`config.mk`:
```
export PLATFORM = sky130hd
export DESIGN_NAME = alu_result_stage_flat
export DESIGN_NICKNAME = d
export VERILOG_FILES = /design/src/rtl/alu_result_stage_pkg.sv /design/src/rtl/alu_result_stage_if.sv /design/src/rtl/alu_result_stage_sat_counter16.sv /design/src/rtl/alu_result_stage.sv /design/src/flat_wrapper.sv
export SDC_FILE = /design/constraint.sdc
export NUM_CORES = 1
export LEC_CHECK = 0
export BUFFER_PORTS_ARGS = -buffer_cell sky130_fd_sc_hd__buf_2
export CORE_AREA = 2 2 46 48
export DETAILED_ROUTE_END_ITERATION = 10
export DIE_AREA = 0 0 48 50
export GPL_ROUTABILITY_DRIVEN = 1
export MAX_ROUTING_LAYER = met4
export PLACE_DENSITY = 0.73
export SLEW_MARGIN = 20
export SYNTH_ARGS = -nofsm -noshare
export SYNTH_HDL_FRONTEND = slang
export SYNTH_SLANG_ARGS = --single-unit
```
`constraint.sdc`:
```
create_clock -name clk_i -period 2.3 [get_ports clk_i]
set_clock_uncertainty 0.2 [all_clocks]
set_input_delay 0 -clock clk_i [delete_from_list [all_inputs] [get_ports clk_i]]
set_output_delay 0 -clock clk_i [all_outputs]
set_load 0.005 [all_outputs]
```
`src/rtl/alu_result_stage_pkg.sv`:
```
// Shared types, constants and opcode-class helpers for the ALU result stage.
// op_code is op_i[8:1]; the encoding below matches the ALU's opcode map.
package alu_result_stage_pkg;

    localparam int unsigned OP_IN_W = 9;
    localparam int unsigned OP_W    = 8;
    localparam int unsigned DATA_W  = 8;
    localparam int unsigned CNT_W   = 16;

    typedef enum logic [OP_W-1:0] {
        OP_NOP  = 8'h00,
        OP_ADD  = 8'h01,
        OP_ADDC = 8'h02,
        OP_SUB  = 8'h03,
        OP_SUBC = 8'h04,
        OP_LSL  = 8'h05,
        OP_LSLC = 8'h06,
        OP_LSR  = 8'h07,
        OP_LSRC = 8'h08,
        OP_ASR  = 8'h09,
        OP_CMP  = 8'h0A,
        OP_AND  = 8'h0B,
        OP_OR   = 8'h0C,
        OP_NEG  = 8'h0D
    } op_code_e;

    typedef struct packed {
        logic c;
        logic n;
        logic z;
    } flags_t;

    localparam flags_t            FLAGS_RESET = flags_t'(3'b000);
    localparam logic [DATA_W-1:0] ZERO_BYTE   = 8'h00;
    localparam logic [CNT_W-1:0]  CNT_MAX     = 16'hFFFF;

    // Ops that update all three flags from the ALU result and carry.
    function automatic logic op_is_arith(input logic [OP_W-1:0] op_code);
        case (op_code)
            OP_ADD, OP_ADDC, OP_SUB, OP_SUBC, OP_LSL, OP_LSLC,
            OP_LSR, OP_LSRC, OP_ASR, OP_CMP: return 1'b1;
            default:                         return 1'b0;
        endcase
    endfunction

    // Ops that update N/Z only; carry is preserved.
    function automatic logic op_is_logic(input logic [OP_W-1:0] op_code);
        case (op_code)
            OP_AND, OP_OR, OP_NEG: return 1'b1;
            default:               return 1'b0;
        endcase
    endfunction

    // CMP only sets flags; everything else outside the ALU classes writes nothing.
    function automatic logic op_writes_reg(input logic [OP_W-1:0] op_code);
        return (op_is_arith(op_code) || op_is_logic(op_code)) && (op_code != OP_CMP);
    endfunction

endpackage

```
`src/rtl/alu_result_stage_if.sv`:
```
// Bus between the ALU / downstream consumers and the result stage.
// slave  : the result stage view.
// master : the environment view (ALU, writeback, branch unit).
// Optional ALU_RESULT_STAGE_PERF_EN adds ops_cnt_o / stall_cnt_o.
interface alu_result_stage_if #(
    parameter int unsigned REG_AW = 3
) ();
    // upstream (ALU side)
    logic              valid_i;
    logic              ready_o;
    logic [8:0]        op_i;
    logic [REG_AW-1:0] rd_i;
    logic [7:0]        result_i;
    logic              carry_i;
    logic              flush_i;
    // downstream (writeback / branch side)
    logic              valid_o;
    logic              ready_i;
    logic [7:0]        result_o;
    logic [REG_AW-1:0] rd_o;
    logic              we_o;
    logic              flag_c_o;
    logic              flag_n_o;
    logic              flag_z_o;
    logic              carry_in_o;
`ifdef ALU_RESULT_STAGE_PERF_EN
    logic [15:0]       ops_cnt_o;
    logic [15:0]       stall_cnt_o;
`endif

    modport slave (
        input  valid_i, op_i, rd_i, result_i, carry_i, flush_i, ready_i,
        output ready_o, valid_o, result_o, rd_o, we_o,
               flag_c_o, flag_n_o, flag_z_o, carry_in_o
`ifdef ALU_RESULT_STAGE_PERF_EN
        , output ops_cnt_o, stall_cnt_o
`endif
    );

    modport master (
        output valid_i, op_i, rd_i, result_i, carry_i, flush_i, ready_i,
        input  ready_o, valid_o, result_o, rd_o, we_o,
               flag_c_o, flag_n_o, flag_z_o, carry_in_o
`ifdef ALU_RESULT_STAGE_PERF_EN
        , input ops_cnt_o, stall_cnt_o
`endif
    );

endinterface

```
`src/rtl/alu_result_stage_sat_counter16.sv`:
```
// 16-bit saturating event counter with enable and synchronous clear.
// Ports: clk_i, rst_ni (async active-low), en_i (count), clr_i (sync clear), cnt_o.
module sat_counter16
    import alu_result_stage_pkg::*;
(
    input  logic             clk_i,
    input  logic             rst_ni,
    input  logic             en_i,
    input  logic             clr_i,
    output logic [CNT_W-1:0] cnt_o
);

    logic [CNT_W-1:0] r_cnt;

    // Count up on enable, stick at all-ones.
    always_ff @(posedge clk_i or negedge rst_ni) begin
        if (!rst_ni) begin
            r_cnt <= '0;
        end else if (clr_i) begin
            r_cnt <= '0;
        end else if (en_i && (r_cnt != CNT_MAX)) begin
            r_cnt <= r_cnt + CNT_W'(1);
        end
    end

    assign cnt_o = r_cnt;

endmodule

```
`src/rtl/alu_result_stage.sv`:
```
// ALU result pipeline register: captures result/rd/op class from the ALU,
// owns the architectural C/N/Z flags and feeds carry back for chained ops.
// Ports: clk_i, rst_ni (async active-low), bus (alu_result_stage_if.slave):
//   upstream valid_i/ready_o/op_i/rd_i/result_i/carry_i/flush_i,
//   downstream valid_o/ready_i/result_o/rd_o/we_o, flag_{c,n,z}_o, carry_in_o.
// Optional macro ALU_RESULT_STAGE_PERF_EN adds ops_cnt_o and stall_cnt_o.
module alu_result_stage
    import alu_result_stage_pkg::*;
#(
    parameter int unsigned REG_AW      = 3,
    parameter logic [2:0]  RESET_FLAGS = 3'b000
) (
    input  logic                clk_i,
    input  logic                rst_ni,
    alu_result_stage_if.slave   bus
);

    logic [OP_W-1:0]   w_op_code;
    logic              w_unused_op_lsb;
    logic              w_accept;
    logic              w_is_arith;
    logic              w_is_logic;
    logic              w_writes;

    logic              r_valid;
    logic [DATA_W-1:0] r_result;
    logic [REG_AW-1:0] r_rd;
    logic              r_writes;
    flags_t            r_flags;

    assign w_op_code       = bus.op_i[OP_IN_W-1:1];
    assign w_unused_op_lsb = bus.op_i[0];
    assign w_is_arith      = op_is_arith(w_op_code);
    assign w_is_logic      = op_is_logic(w_op_code);
    assign w_writes        = op_writes_reg(w_op_code);

    // Ready depends only on the output slot, never on valid_i.
    assign bus.ready_o = ~r_valid | bus.ready_i;
    assign w_accept    = bus.valid_i & bus.ready_o & ~bus.flush_i;

    // Output slot: flush wins, then load, then drain.
    always_ff @(posedge clk_i or negedge rst_ni) begin
        if (!rst_ni) begin
            r_valid  <= 1'b0;
            r_result <= ZERO_BYTE;
            r_rd     <= '0;
            r_writes <= 1'b0;
        end else if (bus.flush_i) begin
            r_valid  <= 1'b0;
        end else if (w_accept) begin
            r_valid  <= 1'b1;
            r_result <= bus.result_i;
            r_rd     <= bus.rd_i;
            r_writes <= w_writes;
        end else if (bus.ready_i) begin
            r_valid  <= 1'b0;
        end
    end

    // Flags commit at accept so the next chained op sees the carry one cycle later.
    always_ff @(posedge clk_i or negedge rst_ni) begin
        if (!rst_ni) begin
            r_flags <= flags_t'(RESET_FLAGS);
        end else if (w_accept && (w_is_arith || w_is_logic)) begin
            if (w_is_arith) begin
                r_flags.c <= bus.carry_i;
            end
            r_flags.n <= bus.result_i[DATA_W-1];
            r_flags.z <= (bus.result_i == ZERO_BYTE);
        end
    end

    assign bus.valid_o    = r_valid;
    assign bus.result_o   = r_result;
    assign bus.rd_o       = r_rd;
    assign bus.we_o       = r_valid & r_writes;
    assign bus.flag_c_o   = r_flags.c;
    assign bus.flag_n_o   = r_flags.n;
    assign bus.flag_z_o   = r_flags.z;
    assign bus.carry_in_o = r_flags.c;

`ifdef ALU_RESULT_STAGE_PERF_EN
    logic w_stall;

    // A flushed cycle is not counted as a stall.
    assign w_stall = r_valid & ~bus.ready_i & ~bus.flush_i;

    sat_counter16 u_ops_cnt (
        .clk_i  (clk_i),
        .rst_ni (rst_ni),
        .en_i   (w_accept),
        .clr_i  (1'b0),
        .cnt_o  (bus.ops_cnt_o)
    );

    sat_counter16 u_stall_cnt (
        .clk_i  (clk_i),
        .rst_ni (rst_ni),
        .en_i   (w_stall),
        .clr_i  (1'b0),
        .cnt_o  (bus.stall_cnt_o)
    );
`endif

endmodule
```
`src/flat_wrapper.sv`:
```
// flat-port wrapper written by rule: the top's interface ports become plain ports
module alu_result_stage_flat import alu_result_stage_pkg::*;
#(
    parameter int unsigned REG_AW      = 3,
    parameter logic [2:0]  RESET_FLAGS = 3'b000
)
  (clk_i, rst_ni, bus_valid_i, bus_op_i, bus_rd_i, bus_result_i, bus_carry_i, bus_flush_i, bus_ready_i, bus_ready_o, bus_valid_o, bus_result_o, bus_rd_o, bus_we_o, bus_flag_c_o, bus_flag_n_o, bus_flag_z_o, bus_carry_in_o);
  alu_result_stage_if #(.REG_AW(REG_AW)) bus_i ();
  input  logic clk_i;
  input  logic rst_ni;
  input wire logic [$bits(bus_i.valid_i)-1:0] bus_valid_i;
  input wire logic [$bits(bus_i.op_i)-1:0] bus_op_i;
  input wire logic [$bits(bus_i.rd_i)-1:0] bus_rd_i;
  input wire logic [$bits(bus_i.result_i)-1:0] bus_result_i;
  input wire logic [$bits(bus_i.carry_i)-1:0] bus_carry_i;
  input wire logic [$bits(bus_i.flush_i)-1:0] bus_flush_i;
  input wire logic [$bits(bus_i.ready_i)-1:0] bus_ready_i;
  output wire logic [$bits(bus_i.ready_o)-1:0] bus_ready_o;
  output wire logic [$bits(bus_i.valid_o)-1:0] bus_valid_o;
  output wire logic [$bits(bus_i.result_o)-1:0] bus_result_o;
  output wire logic [$bits(bus_i.rd_o)-1:0] bus_rd_o;
  output wire logic [$bits(bus_i.we_o)-1:0] bus_we_o;
  output wire logic [$bits(bus_i.flag_c_o)-1:0] bus_flag_c_o;
  output wire logic [$bits(bus_i.flag_n_o)-1:0] bus_flag_n_o;
  output wire logic [$bits(bus_i.flag_z_o)-1:0] bus_flag_z_o;
  output wire logic [$bits(bus_i.carry_in_o)-1:0] bus_carry_in_o;
  assign bus_i.valid_i = bus_valid_i;
  assign bus_i.op_i = bus_op_i;
  assign bus_i.rd_i = bus_rd_i;
  assign bus_i.result_i = bus_result_i;
  assign bus_i.carry_i = bus_carry_i;
  assign bus_i.flush_i = bus_flush_i;
  assign bus_i.ready_i = bus_ready_i;
  assign bus_ready_o = bus_i.ready_o;
  assign bus_valid_o = bus_i.valid_o;
  assign bus_result_o = bus_i.result_o;
  assign bus_rd_o = bus_i.rd_o;
  assign bus_we_o = bus_i.we_o;
  assign bus_flag_c_o = bus_i.flag_c_o;
  assign bus_flag_n_o = bus_i.flag_n_o;
  assign bus_flag_z_o = bus_i.flag_z_o;
  assign bus_carry_in_o = bus_i.carry_in_o;
  alu_result_stage #(.REG_AW(REG_AW), .RESET_FLAGS(RESET_FLAGS)) u_core (.clk_i(clk_i), .rst_ni(rst_ni), .bus(bus_i));
endmodule
```
After elaboration in Yosys (flattened, before gate mapping)
Memory sizes are Yosys's and may differ from the RTL's.
Index checks and enable logic that the tools add are counted.
{"block": "word_totals", "register_bits": 16, "romBits": 32, "in_bits": 26, "out_inout_bits": 18, "wordCells": 35, "memories": 2}
{"block": "classes", "n_eq_ne": 4, "n_mux": 6, "n_bitwise": 6, "reduce_logical": 10}
{"name": "(no name shown)", "words": 16, "width": 1, "read_ports": 1, "rd_clocked_by_memory_dff": 0, "write_ports": 0, "line": "alu_result_stage_pkg.sv:39", "rtl": "case (op_code)"}
{"name": "(no name shown)", "words": 16, "width": 1, "read_ports": 1, "rd_clocked_by_memory_dff": 0, "write_ports": 0, "line": "alu_result_stage_pkg.sv:39"}
{"cell": "$eq A8 B4 Y1 const B", "count": 3}
{"cell": "$logic_not A8 Y1", "count": 1}
{"cell": "$ne A8 B4 Y1 const B", "count": 1}
{"cell": "$mux W1", "count": 6}
{"cell": "$logic_not A4 Y1", "count": 1}
{"cell": "$reduce_and A2 Y1", "count": 2}
{"cell": "$and A1 B1 Y1", "count": 3}
{"cell": "$reduce_bool A3 Y1", "count": 1}
{"cell": "$reduce_or A3 Y1", "count": 1}
{"cell": "$logic_and A1 B1 Y1", "count": 2}
{"cell": "$logic_or A1 B1 Y1", "count": 2}
{"cell": "$not A1 Y1", "count": 2}
{"cell": "$or A1 B1 Y1", "count": 1}

Logic depth before layout (Yosys ltp)
{"block": "depth", "depth_word": 6, "mapped_depth": 5, "depth_no_buf": 4}

Worst setup path after synthesis
Ideal clock, no wire load.
{"block": "synth_path", "path_type": "flip-flop to flip-flop", "startpoint": "register u_core.r_valid (netlist: u_core.bus.valid_o)", "endpoint": "register u_core.r_flags, in the netlist u_core.bus.flag_n_o", "setup_time_ps": 128, "t_arrival_ps": 1378, "t_required_ps": 1972, "slack_ps": 594, "stages_incl_launch_ff": 5, "n_path_buf": 0, "period_less_slack_ps": 1706, "cell_sequence": "dfrtp_1 nand2b_1 nand3b_2 nor4_4 mux2_1"}
{"block": "synth_between", "elab_chain_cells": 5}
{"item": "from (decl)", "line": "alu_result_stage.sv:25", "rtl": "logic r_valid;"}
{"item": "from (signal assigned)", "line": "alu_result_stage.sv:44", "rtl": "r_valid <= 1'b0;"}
{"item": "from (signal assigned)", "line": "alu_result_stage.sv:49", "rtl": "r_valid <= 1'b0;"}
{"item": "from (signal assigned)", "line": "alu_result_stage.sv:51", "rtl": "r_valid <= 1'b1;"}
{"item": "$not A1 Y1", "line": "alu_result_stage.sv:38", "rtl": "assign bus.ready_o = ~r_valid | bus.ready_i;"}
{"item": "$or A1 B1 Y1", "line": "alu_result_stage.sv:38"}
{"item": "via bus_ready_o", "line": "flat_wrapper.sv:18", "rtl": "output wire logic [$bits(bus_i.ready_o)-1:0] bus_ready_o;"}
{"item": "$and A1 B1 Y1 (2 in a row)", "line": "alu_result_stage.sv:39", "rtl": "assign w_accept = bus.valid_i & bus.ready_o & ~bus.flush_i;"}
{"item": "$logic_and A1 B1 Y1", "line": "alu_result_stage.sv:64", "rtl": "end else if (w_accept && (w_is_arith || w_is_logic)) begin"}
{"item": "to (signal assigned)", "line": "alu_result_stage.sv:63", "rtl": "r_flags <= flags_t'(RESET_FLAGS);"}
{"item": "to (decl)", "line": "alu_result_stage.sv:29", "rtl": "flags_t r_flags;"}
The timed path passes the listed nets, and every way through them passes these cells.
A chain may end at the register's enable or synchronous reset.

Worst setup path after layout
{"block": "layout_path", "startpoint": "input bus_op_i[6]", "endpoint": "register u_core.r_writes"}
{"block": "layout_between", "elab_chain_cells": 5, "elab_cells_between_ends": 10, "cone_classes": "4 x eq/ne; 2 x mux; 4 x reduce/logical"}
{"item": "from (decl)", "line": "flat_wrapper.sv:12", "rtl": "input wire logic [$bits(bus_i.op_i)-1:0] bus_op_i;"}
{"item": "$eq A8 B4 Y1", "line": "alu_result_stage_pkg.sv:48", "rtl": "case (op_code)"}
{"item": "$reduce_or A3 Y1", "line": "alu_result_stage_pkg.sv:48"}
{"item": "$mux W1", "line": "alu_result_stage_pkg.sv:48"}
{"item": "$logic_or A1 B1 Y1", "line": "alu_result_stage_pkg.sv:56", "rtl": "return (op_is_arith(op_code) || op_is_logic(op_code)) && (op_code != OP_CMP);"}
{"item": "$logic_and A1 B1 Y1 *", "line": "alu_result_stage_pkg.sv:56"}
{"item": "to (signal assigned)", "line": "alu_result_stage.sv:54", "rtl": "r_writes <= w_writes;"}
{"item": "to (decl)", "line": "alu_result_stage.sv:28", "rtl": "logic r_writes;"}
Mark *: on every way between the ends. The rest lies on a longest branch, timed or not.

==> impl_metrics.yaml <==
sta:
  grt_setup_unrepaired: "false"
  setup_viol: 0
  tightest_slew_ps: 717
  fin_crit_ps: 2160
  finalMaxSlewViolations: 0
  hold_viol: 0
  fin_tns_setup_ps: 0
  fmax_mhz: 464
  slew_headroom: 0.520
  period_share: 0.938
yosys:
  syn_inst: 52
  synth_cell_type_count: 20
  syn-cell-area_sq_um: 734
  syn_avg_cell_area_sq_um: 14.1
  synth.ff_latch_count: 16
  yosys_warnings: 0
  syn_nets: 78
  synth.yosys.seq_area_share: 0.545
detailed_routing:
  ant_nets: 0
  via_count: 672
  route.detailed.wl_per_inst_um: 12.7
  post_drt_via_cell_ratio: 4.57
  drt-pass1-iter-count: 4
  drcViolationCount: 0
  routed_wl_um: 1860
  drt_iter0_drc: 3
worst_setup_path:
  crit_path_end_kind: "flop"
  critPathMaxFanout: 3
  critical_path_class: "input pin to flop"
  cp_common_cell: "dlygate4sd3_1"
  start_kind: "input pin"
  timing.rr.end: "u_core.bus.flag_n_o"
  r2r-start: "u_core.bus.valid_o"
  rr_worst_depth: 4
  crit_path_top_delay_cell: "dlygate4sd3_1"
  ff2ff_setup_slack_ps: 520
  max_stage_delay_ps: 600
  cp.required_ps: 2260
  critPathArrivalTime_ps: 2120
  path_cells: "dlygate4sd3_1 > buf_2 > or4_4 > dlygate4sd3_1 > o41ai_1"
place:
  placed_cells: 120
  hpwl_um: 1270
  gp_congestion: 0.678
  placed_cell_area_sq_um: 973
  portBuffers: 42
global_route:
  antenna_found_initial: 0
  grt_max_degree: 17
  track_usage: 0.180
  grt_pass1_wl_um: 2990
  grt_pass1_vias: 747
  grt_overflow: 0
cells_and_area:
  final_design_area_no_fill_sq_um: 1240
  utilization: 0.655
  diodes: 0
  fill_cells: 152
  fin_cells: 147
  synthToLayoutAreaGrowth_pct: 69.5
  regArea_sq_um: 400
  multi_input_area_sq_um: 319
  drive_above_1_share: 0.525
  final_nets: 148
floorplanning:
  die_x_um: 48
  die_h_um: 50
  ioPinCount: 44
  std_cell_rows: 16
  die_area_sq_um: 2400
  fp.coreArea_sq_um: 1900
  initial_core_util: 0.386
hold_path:
  hold_class: "input pin to flop"
  hp-start: "bus_valid_i"
  hold_depth: 3
  holdPathEnd: "u_core.bus.result_o[7]"
power:
  power_leakage_nw: 0.599
  p_total_mw: 0.668
  p_per_area_nw_per_um2: 537
  ir_worst_vdd_v: 0.000365
clock_tree:
  cts_sinks: 16
  cts_tree: "done"
  clock_path_buffers: 2
  postCtsSetupBuffers: 0
  clkLatencyLatePin_ps: 270
  htreeDepth: 1
  cts_buffers: 3
  clk_pin_slew_ps: 90
  cts-root-buf: "clkbuf_4"
outcome:
  outcome: "complete, no violations"
job:
  max_cap_viol_count: 0
## placed cells by master (no fill, tap or decap), types with 2 or more instances in the layout
master          n
a21oi_1         2
buf_2          42
clkbuf_4        3
dfrtp_1        16
dlygate4sd3_1  24
inv_1           3
mux2_1          2
mux2_2         11
nand2_1         3
nor4_1          2
## how the worst max path moves through the flow
stage          slack, ps             endpoint                from
2_1_floorplan        590  u_core.bus.flag_n_o  u_core.bus.valid_o
3_3_place_gp         450  u_core.bus.flag_n_o  u_core.bus.valid_o
3_5_place_dp         440  u_core.bus.flag_n_o  u_core.bus.valid_o
4_1_cts               40  u_core.bus.flag_z_o  u_core.bus.valid_o
5_1_grt               30      u_core.r_writes         bus_op_i[6]
6_report             140      u_core.r_writes         bus_op_i[6]
## worst max-delay path, delay by kind of cell
kind	cells	cell delay [ps]
AOI/OAI and AO/OA	1	300
buffers and inverters	3	1250
and+or+nand+nor	1	570
## routing by layer
metal / vias to the layer above / share of wire / GRT usage
met5: - / 0 / -
met3: 2 / 0.045 / 0.0220
li1: 327 / - / -
met2: 23 / 0.57 / 0.340
met1: 320 / 0.38 / 0.179
met4: 0 / 0.0043 / 0.0541
## flip-flops by register name (all words and copies together), names as in the netlist
name                   count
u_core.bus.result_o        8
u_core.bus.rd_o            3
u_core.bus.carry_in_o      1
u_core.bus.flag_n_o        1
u_core.bus.flag_z_o        1
u_core.bus.valid_o         1
u_core.r_writes            1
## synth_stat cells
cell type | n | area share
dfrtp_1 | 16 | 0.55
nand2_1 | 3 | 0.015
and3_1 | 1 | 0.0085
mux2_1 | 2 | 0.031
mux2_2 | 11 | 0.17
o41ai_1 | 1 | 0.012
and2_1 | 1 | 0.0085
nand2b_1 | 1 | 0.0085
nor4_2 | 1 | 0.017
a21o_2 | 1 | 0.012
inv_1 | 3 | 0.015
or4_4 | 1 | 0.015
a2111oi_4 | 1 | 0.037
buf_2 | 1 | 0.0068
buf_4 | 1 | 0.010
nand3b_2 | 1 | 0.015
nor4_4 | 1 | 0.029
a21oi_1 | 2 | 0.014
mux2i_1 | 1 | 0.014
nor4_1 | 2 | 0.017
## cell type report
type | count | area share
clock buffer | 3 | 0.0181
inverter | 3 | 0.00905
multi-input combinational | 31 | 0.256
sequential | 16 | 0.322
tap | 27 | 0.0271
timing repair buffer | 67 | 0.368
## timing repair
action,CTS,global route
hold endpoints to repair,32,1
endpoints found under the setup margin,0,1
gates resized for setup,0,1
hold buffers,23,2
## where the power goes
| part | total [mW] | internal, mW | switching [mW] | leakage [nW] |
|---|---|---|---|---|
| Sequential | 0.348 | 0.326 | 0.0218 | 0.193 |
| Combinational | 0.182 | 0.112 | 0.0701 | 0.392 |
| Clock | 0.139 | 0.0605 | 0.0782 | 0.0138 |
## stage by stage
step                      worst slack [ps]  hold WS, ps
final                                  144         33.4
after global routing                  34.1         48.0
after CTS                             40.7         12.1
after global placement                 445         -269
after detailed placement               437         -270
after floorplan                        594         -496
## logic make-up (layout without fill, tap and decap cells)
kind of cell           count (synthesis)  after routing  synth area share
AO/OA/AOI/OAI                          5              5            0.0750
buffers and inverters                  5             73            0.0324
flip-flops                            16             16             0.545
multiplexers                          14             14             0.213
AND/OR/NAND/NOR                       12             12             0.135
(Power assumes the default switching activity.)
